`config.mk`:
```
export PLATFORM = sky130hd
export DESIGN_NAME = ins_fetch_ctrl
export DESIGN_NICKNAME = d
export VERILOG_FILES = /design/src/rtl/ins_fetch_ctrl_pkg.sv /design/src/rtl/ins_fetch_ir.sv /design/src/rtl/ins_fetch_ctrl.sv
export SDC_FILE = /design/constraint.sdc
export NUM_CORES = 1
export LEC_CHECK = 0
export BUFFER_PORTS_ARGS = -buffer_cell sky130_fd_sc_hd__buf_2
export CAP_MARGIN = 20
export CORE_MARGIN = 3
export CORE_UTILIZATION = 26
export DETAILED_ROUTE_END_ITERATION = 8
export SLEW_MARGIN = 5
export SYNTH_ARGS = -nofsm -noshare
export SYNTH_HDL_FRONTEND = slang
export SYNTH_SLANG_ARGS = --single-unit
```
`constraint.sdc`:
```
create_clock -name clk -period 3.63 [get_ports clk]
set_input_delay 0.9075 -clock clk [delete_from_list [all_inputs] [get_ports clk]]
set_output_delay 0.9075 -clock clk [all_outputs]
set_load 0.005 [all_outputs]
```
`src/rtl/ins_fetch_ctrl_pkg.sv`:
```
// Shared fetch-stage definitions: FSM encoding, halt opcode and instruction field positions.
// Decode reuses the field positions so both stages agree on the instruction layout.
package ins_fetch_ctrl_pkg;

  typedef enum logic [1:0] {
    StIdle  = 2'd0,
    StFetch = 2'd1,
    StHalt  = 2'd2
  } fetch_state_e;

  localparam logic [6:0] HaltOpc = 7'h7F;

  localparam int unsigned OpcMsb = 15;
  localparam int unsigned OpcLsb = 9;
  localparam int unsigned FldAMsb = 8;
  localparam int unsigned FldALsb = 6;
  localparam int unsigned FldBMsb = 5;
  localparam int unsigned FldBLsb = 3;
  localparam int unsigned FldCMsb = 2;
  localparam int unsigned FldCLsb = 0;

  function automatic logic [6:0] ins_opcode(input logic [15:0] ins);
    return ins[OpcMsb:OpcLsb];
  endfunction

endpackage

```
`src/rtl/ins_fetch_ir.sv`:
```
// Instruction register with valid/ready handshake toward decode.
// Flush beats both load and accept so a redirect never lets a stale word through.
module ins_fetch_ir #(
  parameter int unsigned ADDR_W = 8,
  parameter int unsigned INS_W  = 16
) (
  input  logic              clk,
  input  logic              rst_n,
  input  logic              load,
  input  logic              flush,
  input  logic              ir_ready,
  input  logic [INS_W-1:0]  rom_ins,
  input  logic [ADDR_W-1:0] pc,
  output logic [INS_W-1:0]  ir,
  output logic [ADDR_W-1:0] ir_pc,
  output logic              ir_valid
);

  logic [INS_W-1:0]  ir_q;
  logic [ADDR_W-1:0] ir_pc_q;
  logic              ir_valid_q;

  always_ff @(posedge clk or negedge rst_n) begin
    if (!rst_n) begin
      ir_q       <= '0;
      ir_pc_q    <= '0;
      ir_valid_q <= 1'b0;
    end else if (flush) begin
      ir_valid_q <= 1'b0;
    end else if (load) begin
      ir_q       <= rom_ins;
      ir_pc_q    <= pc;
      ir_valid_q <= 1'b1;
    end else if (ir_valid_q && ir_ready) begin
      ir_valid_q <= 1'b0;
    end
  end

  assign ir       = ir_q;
  assign ir_pc    = ir_pc_q;
  assign ir_valid = ir_valid_q;

endmodule

```
`src/rtl/ins_fetch_ctrl.sv`:
```
// Fetch controller: owns the PC and fetch FSM, addresses the async ROM and feeds the IR.
// The ROM is read combinationally at pc, so a load captures the word in the same cycle.
module ins_fetch_ctrl
  import ins_fetch_ctrl_pkg::*;
#(
  parameter int unsigned     ADDR_W   = 8,
  parameter int unsigned     INS_W    = 16,
  parameter logic [ADDR_W-1:0] RESET_PC = '0,
  parameter logic [6:0]      HALT_OPC = HaltOpc
) (
  input  logic              clk,
  input  logic              rst_n,
  input  logic              start,
  output logic [ADDR_W-1:0] rom_addr,
  input  logic [INS_W-1:0]  rom_ins,
  output logic [INS_W-1:0]  ir,
  output logic [ADDR_W-1:0] ir_pc,
  output logic              ir_valid,
  input  logic              ir_ready,
  input  logic              redirect,
  input  logic [ADDR_W-1:0] redirect_addr,
  output logic              busy,
  output logic              halted,
  output logic [15:0]       fetch_cnt
);

  fetch_state_e      state_q;
  logic [ADDR_W-1:0] pc_q;
  logic [15:0]       cnt_q;
  logic              busy_q;
  logic              halted_q;
  logic              load;
  logic              flush;

  assign load  = (state_q == StFetch) && !redirect && (!ir_valid || ir_ready);
  assign flush = redirect && (state_q != StIdle);

  always_ff @(posedge clk or negedge rst_n) begin
    if (!rst_n) begin
      state_q  <= StIdle;
      pc_q     <= RESET_PC;
      cnt_q    <= '0;
      busy_q   <= 1'b0;
      halted_q <= 1'b0;
    end else begin
      unique case (state_q)
        StIdle: begin
          if (start) begin
            state_q <= StFetch;
            busy_q  <= 1'b1;
          end
        end
        StFetch: begin
          if (redirect) begin
            pc_q <= redirect_addr;
          end else if (load) begin
            pc_q  <= pc_q + {{(ADDR_W-1){1'b0}}, 1'b1};
            cnt_q <= cnt_q + 16'd1;
            // The halt word itself is still delivered to decode.
            if (ins_opcode(rom_ins) == HALT_OPC) begin
              state_q  <= StHalt;
              busy_q   <= 1'b0;
              halted_q <= 1'b1;
            end
          end
        end
        StHalt: begin
          if (redirect) begin
            pc_q     <= redirect_addr;
            state_q  <= StFetch;
            busy_q   <= 1'b1;
            halted_q <= 1'b0;
          end
        end
        default: begin
          state_q  <= StIdle;
          busy_q   <= 1'b0;
          halted_q <= 1'b0;
        end
      endcase
    end
  end

  ins_fetch_ir #(
    .ADDR_W(ADDR_W),
    .INS_W (INS_W)
  ) u_ir (
    .clk     (clk),
    .rst_n   (rst_n),
    .load    (load),
    .flush   (flush),
    .ir_ready(ir_ready),
    .rom_ins (rom_ins),
    .pc      (pc_q),
    .ir      (ir),
    .ir_pc   (ir_pc),
    .ir_valid(ir_valid)
  );

  assign rom_addr  = pc_q;
  assign busy      = busy_q;
  assign halted    = halted_q;
  assign fetch_cnt = cnt_q;

endmodule

```
**Word level (Yosys, flattened, before mapping)**

Index checks and enable logic that the tools add are counted.

- Add/sub/neg operators: 2
- Bitwise operators: 3
- Reduce and logical (&&, ||, !) cells: 16
- Muxes and demuxes: 24
- Equal/unequal tests: 9

Operator list:

| cell | count |
|---|---|
| two-way mux 8 bit | 3 |
| adder 16 x 1 -> 16 bit, second input constant | 1 |
| one-hot mux 8 bit (2 select lines) | 1 |
| two-way mux 1 bit | 12 |
| two-way mux 2 bit | 5 |
| AND reduction 5 bit | 2 |
| adder 8 x 1 -> 8 bit, second input constant | 1 |
| inequality test 2 bit, second input constant | 4 |
| equality test 7 bit, second input constant | 1 |
| one-hot mux 1 bit (3 select lines) | 2 |
| one-hot mux 2 bit (3 select lines) | 1 |
| AND reduction 3 bit | 2 |
| logical AND 1 bit | 4 |
| nonzero test 2 bit | 2 |
| inequality test 3 bit, second input constant | 1 |
| NOT 1 bit | 3 |
| nonzero test 3 bit | 1 |
| equality test 2 x 1 -> 1 bit, second input constant | 1 |
| equality test 2 bit, second input constant | 1 |
| zero test 1 bit | 2 |
| zero test 2 bit | 1 |
| inequality test 2 x 1 -> 1 bit, second input constant | 1 |
| AND reduction 2 bit | 1 |
| logical OR 1 bit | 1 |

- Register bits: 53
- Input port bits: 29
- Word-level logic and storage cells: 62

**Depth between registers and ports, before layout**

Gate-level depths: netlist (run 1).

- Depth in word-level cells: 6
- Depth in mapped cells: 7

**Hierarchy**

A second synthesis (run 1) with hierarchy kept.

- Cells, all modules: 194
- Area, all modules: 2496.1 um^2

Modules (own cells, without submodules):

| module | area an instance (um^2) | instances | cells an instance |
|---|---|---|---|
| ins_fetch_ctrl | 1445.1 | 1 | 138 |
| ins_fetch_ir | 1051.0 | 1 | 56 |

**Worst setup path before layout (run 1)**

OpenSTA, ideal clock, no wires.

- Kind: input -> register
- Start: input port redirect
- End: register cnt_q[1] (netlist: fetch_cnt[1])
- Stages: 5
- Data arrival time: 2033 ps
- Data required time: 3503 ps
- Setup slack: 1469 ps
- Library setup time: 127 ps
- Path through: nand2b_2 or3_1 buf_4 buf_6 mux2_1

- Word-level cells in the longest chain between the ends: 4

RTL lines:

| what | line | text |
|---|---|---|
| start: declaration | ins_fetch_ctrl.sv:20 | `input logic redirect,` |
| zero test 1 bit | ins_fetch_ctrl.sv:35 | `assign load = (state_q == StFetch) && !redirect && (!ir_valid \|\| ir_ready);` |
| logical AND 1 bit (2 in series) | ins_fetch_ctrl.sv:35 |  |
| AND reduction 3 bit (no source line) (*) | -- |  |
| end signal: assignment | ins_fetch_ctrl.sv:58 | `cnt_q <= cnt_q + 16'd1;` |
| end: declaration | ins_fetch_ctrl.sv:29 | `logic [15:0] cnt_q;` |

Mark *: on every way between the ends. The rest lies on a longest branch, timed or not.
A chain may end at the register's enable or synchronous reset.

**Final worst setup path (run 1)**

- Start: input port ir_ready
- End: register u_ir.ir_q[8] (netlist: u_ir.ir[8])

- Word-level cells in the longest chain between the ends: 3

RTL lines:

| what | line | text |
|---|---|---|
| start: declaration | ins_fetch_ctrl.sv:19 | `input logic ir_ready,` |
| logical OR 1 bit | ins_fetch_ctrl.sv:35 |  |
| logical AND 1 bit | ins_fetch_ctrl.sv:35 |  |
| AND reduction 2 bit (no source line) | -- |  |
| end signal: assignment | ins_fetch_ir.sv:31 | `ir_q <= rom_ins;` |
| end: declaration | ins_fetch_ir.sv:19 | `logic [INS_W-1:0] ir_q;` |

Every way passes these cells.

==> results.txt, run 1 <==
- Result of the run: complete, no violations
- The via count of the first global-routing pass came to 1825.
* Antenna violations before repair: 0
- In this run, post-CTS repair resized a total of 0 instances.
* Via count: 1786
* Share of post-route cells with drive strength above 1: 0.335
- The die is 100 um wide.
- Final routed wirelength across all metal layers: 5.31 mm
- Arrival time at the worst endpoint: 2.70 ns
- In the finished design, the share of the clock period the worst path needs comes to 0.692.
* Max-Slew Margin vs Limit: 0.437
* Adder-Cell Fraction of Synth Area: 0.0108
* CTS clock-pin slew for the worst setup and hold paths: 0.09 ns
* Multi-input gate area: 960 um2
* DRC violation total after the first TritonRoute iteration: 39
* Largest family of logic cells by synthesized area: simple AND/OR/NAND/NOR gates
* Buffer count from post-CTS setup fixing: 0
- Congestion Overflow GR: 0
- The first global-routing pass estimated 8.83 mm of wire.
- Compound-Gate Fraction of Synth Area: 0.0769
- Counting every net in the synthesized netlist gives 223.
* Endpoint of the worst-slack reg-to-reg timing path: u_ir.ir[8]$_DFFE_PN0P_
* Rows: 33
* Multiplexer share of the synthesized area: 0.126
- Signed area change from the synthesized netlist to the final layout: 25.9%
* Setup repair after global routing missed its margin: no
* GRT Resource Usage Total: 0.111
- TritonCTS built the clock tree.
* Actual transition at the worst max-transition pin: 0.844 ns
- Entering global routing, the biggest net connects 38 pins.
* Share of flip-flops with an asynchronous set or reset after synthesis: 1.00
* Total number of yosys warnings: 0
- Total of hold buffers inserted after clock tree synthesis: 0
- CTS Sinks: 52
* Detailed Routing Iterations Pass 1: 4
- Die area: 10100 um2
- Simple-gate share of the synthesized area: 0.145
- Routed wire per std cell: 14.1 um
- For the worst setup path, the data required time is 3.81 ns.
- The most used flip-flop cell after synthesis is sky130_fd_sc_hd__dfrtp_1.
- Based on the critical path, the design can be clocked at up to 398 MHz.
- Cell with the largest stage delay on the worst path: sky130_fd_sc_hd__or3_1
- Stage delay of the slowest cell on the critical path: 0.64 ns
- Share of synthesized area occupied by flip-flops and latches: 0.563
* Reg2reg path depth: 4
* Number of enable-type register cells in the synthesized netlist: 0
* Critical path endpoint category: flip-flop
- After filler insertion, the fill cell instance count of the layout stands at 875.
- Final number of hold-violating endpoints: 0
- First element of the critical path: ir_ready
- In this run the tool buffered the top-level ports with 79 buffer cells.
* Time the worst path needs with I/O delays and setup: 2.51 ns
- On the final layout, the worst clock skew is 0.00846 ns.
- The library cell used most frequently in the layout, excluding fill and tap cells, is sky130_fd_sc_hd__buf_2.
- Placeable core region: 8420 um2
- Per-cell via count in the routed design: 4.74
- The clock tree synthesis step divided the H-tree into 2 levels.
- Number of placed I/O pins: 80
- Most frequent cells in the layout: sky130_fd_sc_hd__buf_2, sky130_fd_sc_hd__dfrtp_1, sky130_fd_sc_hd__mux2_1, sky130_fd_sc_hd__xnor2_1, sky130_fd_sc_hd__nor2_1
- Startpoint-to-endpoint class of the critical path: in -> reg
- The synthesized design contains 52 register bits.
- Class of the worst hold path: reg -> reg
- From bottom edge to top edge, the die measures 100 um.
- In the final design database the tool counted 304 nets.
* Flop2flop setup slack: 1.43 ns
- The repair_antennas step left the layout with diodes totalling 0.
- Summing every instance area after synthesis gives 2310 um2.
* Max clock buf depth: 2
- The number of different library cells used by synthesis comes to 42.
- Synthesis produced 192 cells.
- The number of max-slew violations in the final report came to 0.
* Number of buffers created by CTS: 5
* Worst-path maximum fanout: 17
* Final antenna-violating net count: 0
* Total setup violations reported at the end of the flow: 0
* Setup_tns: 0 ns
- Number of max-cap violations: 0
- The root buffer cell chosen for the clock tree is sky130_fd_sc_hd__clkbuf_8.
- Sort of element at the start of the critical path: input pin
- Highest ir drop seen on vdd: 0.209 mV
* Critical path cell sequence: buf_2 > nor2b_1 > or3_1 > buf_4 > mux2_1
- For the worst-skew pair, the clock arrives at the later sink with an insertion delay of 0.29 ns.
- Core occupancy in the finished layout: 0.345
- In the final layout, flip-flops and latches occupy 1300 um2.
- Starting Density: 0.274
- HPWL after detailed placement: 4.01 mm
- The worst register-to-register path begins at u_ir.ir_valid$_DFFE_PN0P_.
- Power spread over the standard cell area amounts to 506 nW/um2.
* Critical path endpoint: u_ir.ir[8]$_DFFE_PN0P_
- The congestion estimate from routability-driven global placement came to 0.737.
- A synthesized cell averages 12.0 um2.
- In the routed design, unresolved DRC markers number 0.
- Of the total synthesized cell area, the portion taken by XOR and XNOR cells is 0.0568.
* Cell leakage power: 1.36 nW
==> final cells by class <==
| cell class | instances | area share |
|---|---|---|
| multi-input combinational | 131 | 0.330 |
| clock inverter | 1 | 0.0103 |
| tap | 105 | 0.0452 |
| timing repair buffer | 81 | 0.141 |
| sequential | 52 | 0.447 |
| inverter | 2 | 0.00258 |
| clock buffer | 5 | 0.0237 |
==> Yosys cell counts (all sizes together), types with 2 or more instances <==
| library cell | n | share of area |
|---|---|---|
| and4 | 4 | 0.015 |
| nor4 | 4 | 0.014 |
| a21oi | 7 | 0.015 |
| a22o | 2 | 0.0076 |
| nand3 | 9 | 0.019 |
| a2bb2oi | 2 | 0.0076 |
| buf | 6 | 0.017 |
| nor2 | 12 | 0.021 |
| nand2b | 4 | 0.012 |
| ha | 2 | 0.011 |
| inv | 2 | 0.0032 |
| a22oi | 2 | 0.0065 |
| mux2i | 2 | 0.0087 |
| o2bb2ai | 2 | 0.0076 |
| nand4 | 5 | 0.014 |
| nand2 | 10 | 0.016 |
| nor2b | 2 | 0.0054 |
| nor3 | 4 | 0.0087 |
| xnor2 | 11 | 0.042 |
| xor2 | 4 | 0.015 |
| o21ai | 7 | 0.015 |
| or2 | 2 | 0.0054 |
| dfrtp | 52 | 0.56 |
| mux2 | 24 | 0.12 |
==> worst min-delay path by stage <==
stage / endpoint / cells after the start / slack, ns / from
after floorplan: fetch_cnt[15]$_DFFE_PN0P_ / 1 / 0.47 / fetch_cnt[15]$_DFFE_PN0P_
after global placement: fetch_cnt[15]$_DFFE_PN0P_ / 1 / 0.46 / fetch_cnt[15]$_DFFE_PN0P_
after detailed placement: fetch_cnt[15]$_DFFE_PN0P_ / 1 / 0.46 / fetch_cnt[15]$_DFFE_PN0P_
after CTS: fetch_cnt[15]$_DFFE_PN0P_ / 1 / 0.48 / fetch_cnt[15]$_DFFE_PN0P_
after global routing: u_ir.ir[3]$_DFFE_PN0P_ / 1 / 0.51 / u_ir.ir[3]$_DFFE_PN0P_
final: fetch_cnt[15]$_DFFE_PN0P_ / 1 / 0.47 / fetch_cnt[15]$_DFFE_PN0P_
==> power by group <==
group	switching [mW]	internal [mW]	total [mW]
registers	0.0966	0.684	0.780
clock network	0.180	0.198	0.378
logic	0.144	0.170	0.314
==> worst max-delay path, delay by kind of cell <==
family / cells / cell delay (ns)
mux: 1 / 0.34
simple gates: 2 / 0.99
buf+inv: 2 / 0.45
==> flip-flops by register name, summed over array words and instances (netlist names) <==
register	flops
state_q	2
rom_addr	8
fetch_cnt	16
u_ir.ir_valid	1
u_ir.ir_pc	8
u_ir.ir	16
halted	1
==> logic make-up (layout without fill, tap and decap cells) <==
logic type / after synthesis / in the layout
and+or+nand+nor: 61 / 61
xor gates and xnor gates: 15 / 15
muxes: 26 / 26
adders and majority gates: 2 / 2
AOI/OAI and AO/OA: 27 / 27
DFF: 52 / 52
buffers and inverters: 9 / 89
==> routing by layer <==
layer  share of wire  vias to the layer above  track usage
li1                -                      845            -
met1            0.45                      873        0.143
met2            0.48                       62        0.185
met3           0.066                        6       0.0271
met4          0.0087                        0       0.0280
met5               0                        -            0
==> metrics by stage <==
step	area [um2]	instances	hold WS (ns)	power [mW]	setup slack, ns
floorplan	2310	192	0.468	0.939	1.47
detailed placement	2810	371	0.461	1.12	0.742
global placement	2810	371	0.458	1.11	0.798
CTS	2910	377	0.476	1.51	1.07
global route	2910	377	0.515	1.58	0.922
finish	2910	377	0.469	1.47	1.12
No activity file was read; power rests on OpenSTA's default activity.
==> run 2, diff against run 1 <==
--- a/config.mk
+++ b/config.mk
@@ -5,6 +5,7 @@
 export SDC_FILE = /design/constraint.sdc
 export NUM_CORES = 1
 export LEC_CHECK = 0
+export ABC_AREA = 1
 export BUFFER_PORTS_ARGS = -buffer_cell sky130_fd_sc_hd__buf_2
 export CAP_MARGIN = 20
 export CORE_MARGIN = 3
==> constraint.sdc (replaced) <==
create_clock -name clk -period 2.55 [get_ports clk]
set_input_delay 0.6375 -clock clk [delete_from_list [all_inputs] [get_ports clk]]
set_output_delay 0.6375 -clock clk [all_outputs]
set_load 0.005 [all_outputs]
==> run 2 against run 1 <==
Sequential share of layout area decreased by 4.9 points. Non-clock buffer count increased by 2. Die area increased by 12%. Hold slack got worse by 0.052 ns. Synthesized area increased by 12%. Sequential power increased by 85%. Critical endpoint is now rom_addr[1]$_DFFE_PN0P_.
==> results.txt, run 2 <==
- Of the total power, the share spent switching nets is 0.392.
- The share of synthesized area in the top cell type comes to 0.501.
- For this design the ratio of total power to cell area is 1050 nW/um2.
* Combinational power share: 0.392
* Clock latency reported for the late side of the worst-skew pair: 0.30 ns
- Top area cells in the synthesized netlist: sky130_fd_sc_hd__dfrtp_1, sky130_fd_sc_hd__nand2_1, sky130_fd_sc_hd__inv_1, sky130_fd_sc_hd__nor2_1, sky130_fd_sc_hd__o21ai_0
- H-tree depth: 2
* Share of total power in the clock network: 0.190
* Setup repair after global routing missed its margin: no
* Cell count after synthesis: 344
- Net switching power: 1.35 mW
- Signed area change from the synthesized netlist to the final layout: 25.7%
- Mean instance size in the synthesized netlist: 7.54 um2
- The hold violation count in the final report is 0.
- Flop2flop setup slack: 0.84 ns
- The initial antenna violation count came to 0.
- Traced cell by cell, the critical path runs through nand2_2 > inv_2 > o21ai_1 > inv_1 > nand2_1 > o21ai_0.
- Synthesized flop and latch total: 52
* Adder-Cell Fraction of Synth Area: 0.00964
- Entering global routing, the biggest net connects 36 pins.
* Number of max-cap violations: 0
- Class of the worst hold path: in -> async
- Across every metal layer, demand over resource in global routing totals 0.121.
- Die Y: 106 um
- The worst setup path is of the reg -> reg kind.
- By area, the combinational part of the netlist is dominated by simple AND/OR/NAND/NOR gates.
* Remaining DRCs: 0
- Kind of cell adding the most delay to the critical path: compound AO/OA/AOI/OAI gates
- Worst-path maximum fanout: 11
* Time the worst path needs with I/O delays and setup: 1.71 ns
- TritonCTS built the clock tree.
- The critical path contains buffers and inverters numbering 2 combined.
* Post-cts sizing count: 0
* Share of synthesized area occupied by flip-flops and latches: 0.501
- Compound-Gate Fraction of Synth Area: 0.0501
- Starting Density: 0.274
- Yosys instantiated no cell more often than sky130_fd_sc_hd__nand2_1.
* Met2 routing resource usage after global routing: 0.204
* Die X: 106 um
- Met1 Usage GRT: 0.153
- Post-synth design cell area: 2590 um2
* Cell with the largest stage delay on the worst path: sky130_fd_sc_hd__o21ai_1
* Share of post-route cells with drive strength above 1: 0.235
* Result of the run: complete, no violations
- The total overflow left after global routing is 0.
- Of the total power, registers draw 0.418.
- The first global-routing pass estimated 11.1 mm of wire.
* Stage delay of the slowest cell on the critical path: 0.60 ns
- GPL Wtd Cong: 0.824
* Total setup violations reported at the end of the flow: 0
* Placeable core region: 9460 um2
* Most common cell after layout, fill and taps aside: sky130_fd_sc_hd__nand2_1
- The via count of the first global-routing pass was 2350.
- In this run, synthesis inferred 0 flip-flops with an integrated enable.
- Slew Viols, Final: 0
* Busiest layer in global routing: met2
- Final routed wirelength across all metal layers: 6.47 mm
- The internal portion of the total power is 2.09 mW.
* Root Driver: sky130_fd_sc_hd__clkbuf_8
* Cell taking the most area after synthesis: sky130_fd_sc_hd__dfrtp_1
- Placed inst area: 3130 um2
- Number of placed I/O pins: 80
- The number of different library cells used by synthesis comes to 25.
- Buffer count from post-CTS setup fixing: 0
- By count the netlist is led by sky130_fd_sc_hd__nand2_1, sky130_fd_sc_hd__dfrtp_1, sky130_fd_sc_hd__inv_1.
* Post-Layout Inst Area: 3260 um2
- Setup_tns: 0 ns
- In the final routed layout, each cell accounts on average for 11.7 um.
* Synthesized net count: 375
* Layout Nets: 457
- Number of buffers created by CTS: 5
- For this design, the sink count on the clock tree is 52.
* Multiplexer share of the synthesized area: 0
- In the global route stage, met3 resource usage came out at 0.0298.
- Highest ir drop seen on vdd: 0.385 mV
- Counting cells, the worst reg-to-reg path comes to 6.
- Core occupancy in the finished layout: 0.345
* Sort of element at the start of the critical path: flip-flop
- Of the available clock period, the critical path in the final layout requires 0.670.
- Port buffering added 79 buffers.
- Total number of yosys warnings: 0
- The first routing iteration left 76 violations.
- Layout Skew: 0.00755 ns
* Count of fill cells added during filler insertion: 1031
* Simple-gate share of the synthesized area: 0.330
- HPWL after detailed placement: 5.04 mm
- Share of flip-flops with an asynchronous set or reset after synthesis: 1.00
- Data on the critical path is required at its endpoint by 2.74 ns.
- Post-synthesis xor/xnor area fraction: 0.0371
- Based on the critical path, the design can be clocked at up to 585 MHz.
- Buffers inserted to repair hold after CTS numbered 0.
* Cell leakage power: 1.78 nW
- The floorplan step defined a die boundary enclosing 11200 um2.
- Leaving out fill and tap cells, the most frequent cells in the layout are sky130_fd_sc_hd__nand2_1, sky130_fd_sc_hd__buf_2, sky130_fd_sc_hd__dfrtp_1, sky130_fd_sc_hd__inv_1, sky130_fd_sc_hd__nor2_1.
- Across all layers, the routed design uses 2384 vias.
* Actual transition at the worst max-transition pin: 0.791 ns
* CTS clock-pin slew for the worst setup and hold paths: 0.10 ns
- After detailed routing, the number of vias per cell comes to 4.30.
- For this run, the leading register cell type out of synthesis is sky130_fd_sc_hd__dfrtp_1.
- The clock passes through at most 2 buffers.
* Detailed Routing Iterations Pass 1: 5
- Once detail routing completed, the nets flagged for antenna violations numbered 0.
* Critical path endpoint category: flip-flop
- Max-Slew Margin vs Limit: 0.473
- The repair_antennas step left the layout with diodes totalling 0.
- For the worst setup path, the data arrival time is 1.90 ns.
- The worst register-to-register path begins at state_q[0]$_DFFE_PN0P_.
- Endpoint of the worst-slack reg-to-reg timing path: rom_addr[1]$_DFFE_PN0P_
- Rows: 35
[run 2: cell types whose count changed after synthesis, sizes merged, moves of 8 or more]
cell   previous run  this run
nand2            10       148
inv               2        37
nor2             12        37
mux2             24         0
o21ai             7        22
xnor2            11         3
[run 2: worst register-to-register path: stages (launching register included)]
cell	delay (ns)
sky130_fd_sc_hd__dfrtp_1	0.43
sky130_fd_sc_hd__nand2_2	0.10
sky130_fd_sc_hd__inv_2	0.07
sky130_fd_sc_hd__o21ai_1	0.60
sky130_fd_sc_hd__inv_1	0.22
sky130_fd_sc_hd__nand2_1	0.10
sky130_fd_sc_hd__o21ai_0	0.08
[run 2: layout make-up]
| cell class | instances | area [um2] | share of cell area |
|---|---|---|---|
| flip-flops and latches | 52 | 1300 | 0.399 |
| multi-input cells | 247 | 1110 | 0.339 |
| repair buffers | 83 | 425 | 0.130 |
| well taps | 129 | 161 | 0.0495 |
| inverters | 37 | 139 | 0.0426 |
| clock buffers | 5 | 68.8 | 0.0211 |
| clock inverters | 2 | 60.1 | 0.0184 |
[run 2: worst max path at each step]
stage                                 startpoint                        end  slack (ns)  cells past startpoint
after CTS                 state_q[0]$_DFFE_PN0P_    rom_addr[1]$_DFFE_PN0P_        0.80                      6
after global placement                  redirect   fetch_cnt[9]$_DFFE_PN0P_        0.57                      7
after floorplan                         redirect    rom_addr[6]$_DFFE_PN0P_        1.15                      7
after detailed placement                redirect  fetch_cnt[11]$_DFFE_PN0P_        0.52                      7
final                     state_q[0]$_DFFE_PN0P_    rom_addr[1]$_DFFE_PN0P_        0.84                      6
after global routing      state_q[0]$_DFFE_PN0P_    rom_addr[2]$_DFFE_PN0P_        0.59                      5
[run 2: cell families after synthesis]
| logic type | count (synthesis) |
|---|---|
| simple gates | 208 |
| compound gates | 26 |
| fa+ha+maj | 2 |
| buf+inv | 45 |
| xor+xnor | 11 |
| flops | 52 |
[run 2: through the flow]
stage	instances	hold slack [ns]	worst slack, ns	power, mW
after global routing	555	0.456	0.594	3.78
after global placement	548	0.461	0.566	2.79
after CTS	555	0.439	0.796	3.50
after floorplan	344	0.342	1.15	2.25
after detailed placement	548	0.468	0.517	2.83
final	555	0.417	0.841	3.43
[run 2: metal layers]
layer,vias to the layer above,wire (um)
li1,1215,-
met4,0,82
met2,69,3120
met1,1094,2890
met3,6,373
met5,-,0
[run 2: power by group through the flow]
stage	sequential [mW]	clock [mW]	combinational (mW)
after floorplan	1.44	0	0.807
after global placement	1.45	0	1.34
after detailed placement	1.46	0	1.38
after CTS	1.44	0.678	1.38
after global routing	1.50	0.710	1.57
final	1.44	0.651	1.35
==> run 3, diff against run 2 <==
==> constraint.sdc (replaced) <==
create_clock -name clk -period 1.7 [get_ports clk]
set_input_delay 0.425 -clock clk [delete_from_list [all_inputs] [get_ports clk]]
set_output_delay 0.425 -clock clk [all_outputs]
set_load 0.005 [all_outputs]
==> run 3 against run 2 <==
Register-to-register slack worse by 0.57 ns. Global-route usage shrank 0.32 points. Highest routed layer unchanged. Non-clock buffer count grew 3. Sequential power grew 51%. Flip-flop and latch count did not move. Via count decreased by 0.92%. Critical path type unchanged. Critical endpoint is now fetch_cnt[6]$_DFFE_PN0P_. Sequential share of layout area about the same. Largest power group unchanged. Clock skew rose by 0.00074 ns.
==> results.txt, run 3 (same netlist as run 2, synthesis figures left out) <==
* Post-Place Cells: 551
- Sort of element at the start of the critical path: flip-flop
- Antenna violations before repair: 0
- Arrival time at the worst endpoint: 1.62 ns
- Across every metal layer, demand over resource in global routing totals 0.117.
- GPL Wtd Cong: 0.772
* Layout Skew: 0.00829 ns
- Result of the run: complete, no violations
- Total of hold buffers inserted after clock tree synthesis: 0
* Buffer count from post-CTS setup fixing: 0
- Dividing total power by cell area gives a power density of 1520 nW/um2.
- In the finished design, the share of the clock period the worst path needs comes to 0.839.
* Rows: 35
- For the worst-skew pair, the clock arrives at the later sink with an insertion delay of 0.30 ns.
- The repair_antennas step left the layout with diodes totalling 0.
- 80 I/O pins were placed.
- Critical path endpoint category: flip-flop
- Routed wire per std cell: 11.6 um
- Non-filler instance count after layout: 559
- Kind of cell adding the most delay to the critical path: simple AND/OR/NAND/NOR gates
- Summing all multi-input logic gate instances after layout gives 1110 um2.
- Cell with the largest stage delay on the worst path: sky130_fd_sc_hd__dfrtp_1
- The worst path in the final design needs a cycle of 1.43 ns, including I/O delays and setup.
* Per-cell via count in the routed design: 4.23
- CTS clock-pin slew for the worst setup and hold paths: 0.10 ns
* Starting Density: 0.274
- Reg2reg path depth: 7
* Max-Slew Margin vs Limit: 0.807
* Number of buffers created by CTS: 5
* Share of post-route cells with drive strength above 1: 0.237
- HPWL after detailed placement: 4.98 mm
- Number of global-route vias before repair: 2234
- The detail route stage leaves a number of antenna-violating nets equal to 0.
* Detailed Routing Iterations Pass 1: 4
- The clock tree synthesis step divided the H-tree into 2 levels.
- Peak clock frequency supported by timing: 701 MHz
* Most common cell after layout, fill and taps aside: sky130_fd_sc_hd__nand2_1
* Critical path cell sequence: ha_1 > inv_1 > nor2_2 > inv_1 > nor2_4 > nand2_1 > xnor2_1
- Die X: 106 um
- The number of max-slew violations in the final report was 0.
- At the end of the flow the core is filled with cells to 0.345.
- Global-route wire length before repair: 10.9 mm
- In this run the deepest clock path goes through 2 buffers.
* Post-cts sizing count: 0
* Placeable core region: 9460 um2
- Die Y: 106 um
* Die area: 11200 um2
- The tool flagged a number of max-cap violations equal to 0.
- Remaining DRCs: 0
- Signed area change from the synthesized netlist to the final layout: 25.6%
- In this run the static leakage power is 1.78 nW.
- The root buffer cell chosen for the clock tree is sky130_fd_sc_hd__clkbuf_8.
* Total stage count of the critical path: 7
* Stage delay of the slowest cell on the critical path: 0.42 ns
- For the pin with the worst max-slew slack, the measured transition is 0.290 ns.
* Setup_tns: 0 ns
* Worst-path maximum fanout: 4
- Bufs and invs on worst path: 2
- Setup repair after global routing left no endpoint under its margin.
* Largest net degree at the start of global routing: 53
* Via count: 2362
* Dominant cell type by count on the critical path: sky130_fd_sc_hd__inv_1
- After detailed routing, the total wire length is 6.46 mm.
* Layout Nets: 460
* Register area: 1300 um2
- Critical path data required time: 1.90 ns
- Most frequent cells in the layout: sky130_fd_sc_hd__nand2_1, sky130_fd_sc_hd__buf_2, sky130_fd_sc_hd__dfrtp_1, sky130_fd_sc_hd__inv_1, sky130_fd_sc_hd__nor2_1
- For this block, the initial DRC count from the detailed router was 112.
- The hold violation count in the final report came to 0.
- Total setup violations reported at the end of the flow: 0
- Count of port buffers added during placement: 79
* TritonCTS clock tree: yes
- After global routing the overflow that remains totals 0.
* CTS Sinks: 52
- The critical path is of the reg -> reg type.
- Class of the worst hold path: in -> async
- Count of fill cells added during filler insertion: 1079
- Highest ir drop seen on vdd: 0.538 mV
==> run 3: changes by cell type in the layout (fill, tap and decap cells not counted) <==
cell / before / now
sky130_fd_sc_hd__clkbuf_8: 5 / 6
sky130_fd_sc_hd__buf_4: 4 / 6
sky130_fd_sc_hd__buf_12: 0 / 1
sky130_fd_sc_hd__clkbuf_1: 0 / 2
sky130_fd_sc_hd__bufinv_16: 2 / 0
==> run 3: path summary, 6_finish.rpt <==
| check | from | to | slack (ns) |
|---|---|---|---|
| max in group asynchronous | rst_n | rom_addr[0]$_DFFE_PN0P_ | 1.35 |
| max reg2reg | fetch_cnt[0]$_DFFE_PN0P_ | fetch_cnt[6]$_DFFE_PN0P_ | 0.27 |
| min | rst_n | fetch_cnt[6]$_DFFE_PN0P_ | 0.10 |
| min in group clk | rom_ins[6] | u_ir.ir[6]$_DFFE_PN0P_ | 0.31 |
| max | fetch_cnt[0]$_DFFE_PN0P_ | fetch_cnt[6]$_DFFE_PN0P_ | 0.27 |
| min reg2reg | u_ir.ir[10]$_DFFE_PN0P_ | u_ir.ir[10]$_DFFE_PN0P_ | 0.49 |
==> run 3: routing by layer <==
metal,GRT usage,vias up,part of all wire
met5,0,-,0
met4,0.0250,0,0.0074
met3,0.0267,5,0.046
met2,0.194,55,0.47
met1,0.158,1080,0.48
li1,-,1222,-
==> run 3: area by class of cell <==
class,count,area share
sequential,52,0.399
inverter,37,0.0426
clock buffer,8,0.0276
tap,129,0.0495
timing repair buffer,86,0.141
multi-input combinational,247,0.340
==> run 3: power by group <==
part | internal, mW | total (mW) | switching (mW)
combinational | 0.871 | 2.07 | 1.20
clock | 0.333 | 0.728 | 0.394
sequential | 1.74 | 2.17 | 0.427
total | 2.95 | 4.96 | 2.02
==> run 3: through the flow <==
step	cell area, um2	hold slack, ns	setup WS (ns)	power, mW
after floorplan	2590	0.129	0.413	3.37
after global placement	3170	0.445	0.276	4.27
after detailed placement	3170	0.446	0.188	4.31
after CTS	3260	0.116	0.253	5.07
after global routing	3260	0.120	0.126	5.44
final	3260	0.103	0.274	4.96
==> run 3: worst reg2reg max path, stage by stage, from the launching register on <==
cell and delay [ns]:
sky130_fd_sc_hd__dfrtp_1 0.42, sky130_fd_sc_hd__ha_1 0.19, sky130_fd_sc_hd__inv_1 0.07, sky130_fd_sc_hd__nor2_2 0.19, sky130_fd_sc_hd__inv_1 0.10, sky130_fd_sc_hd__nor2_4 0.16
sky130_fd_sc_hd__nand2_1 0.08, sky130_fd_sc_hd__xnor2_1 0.12
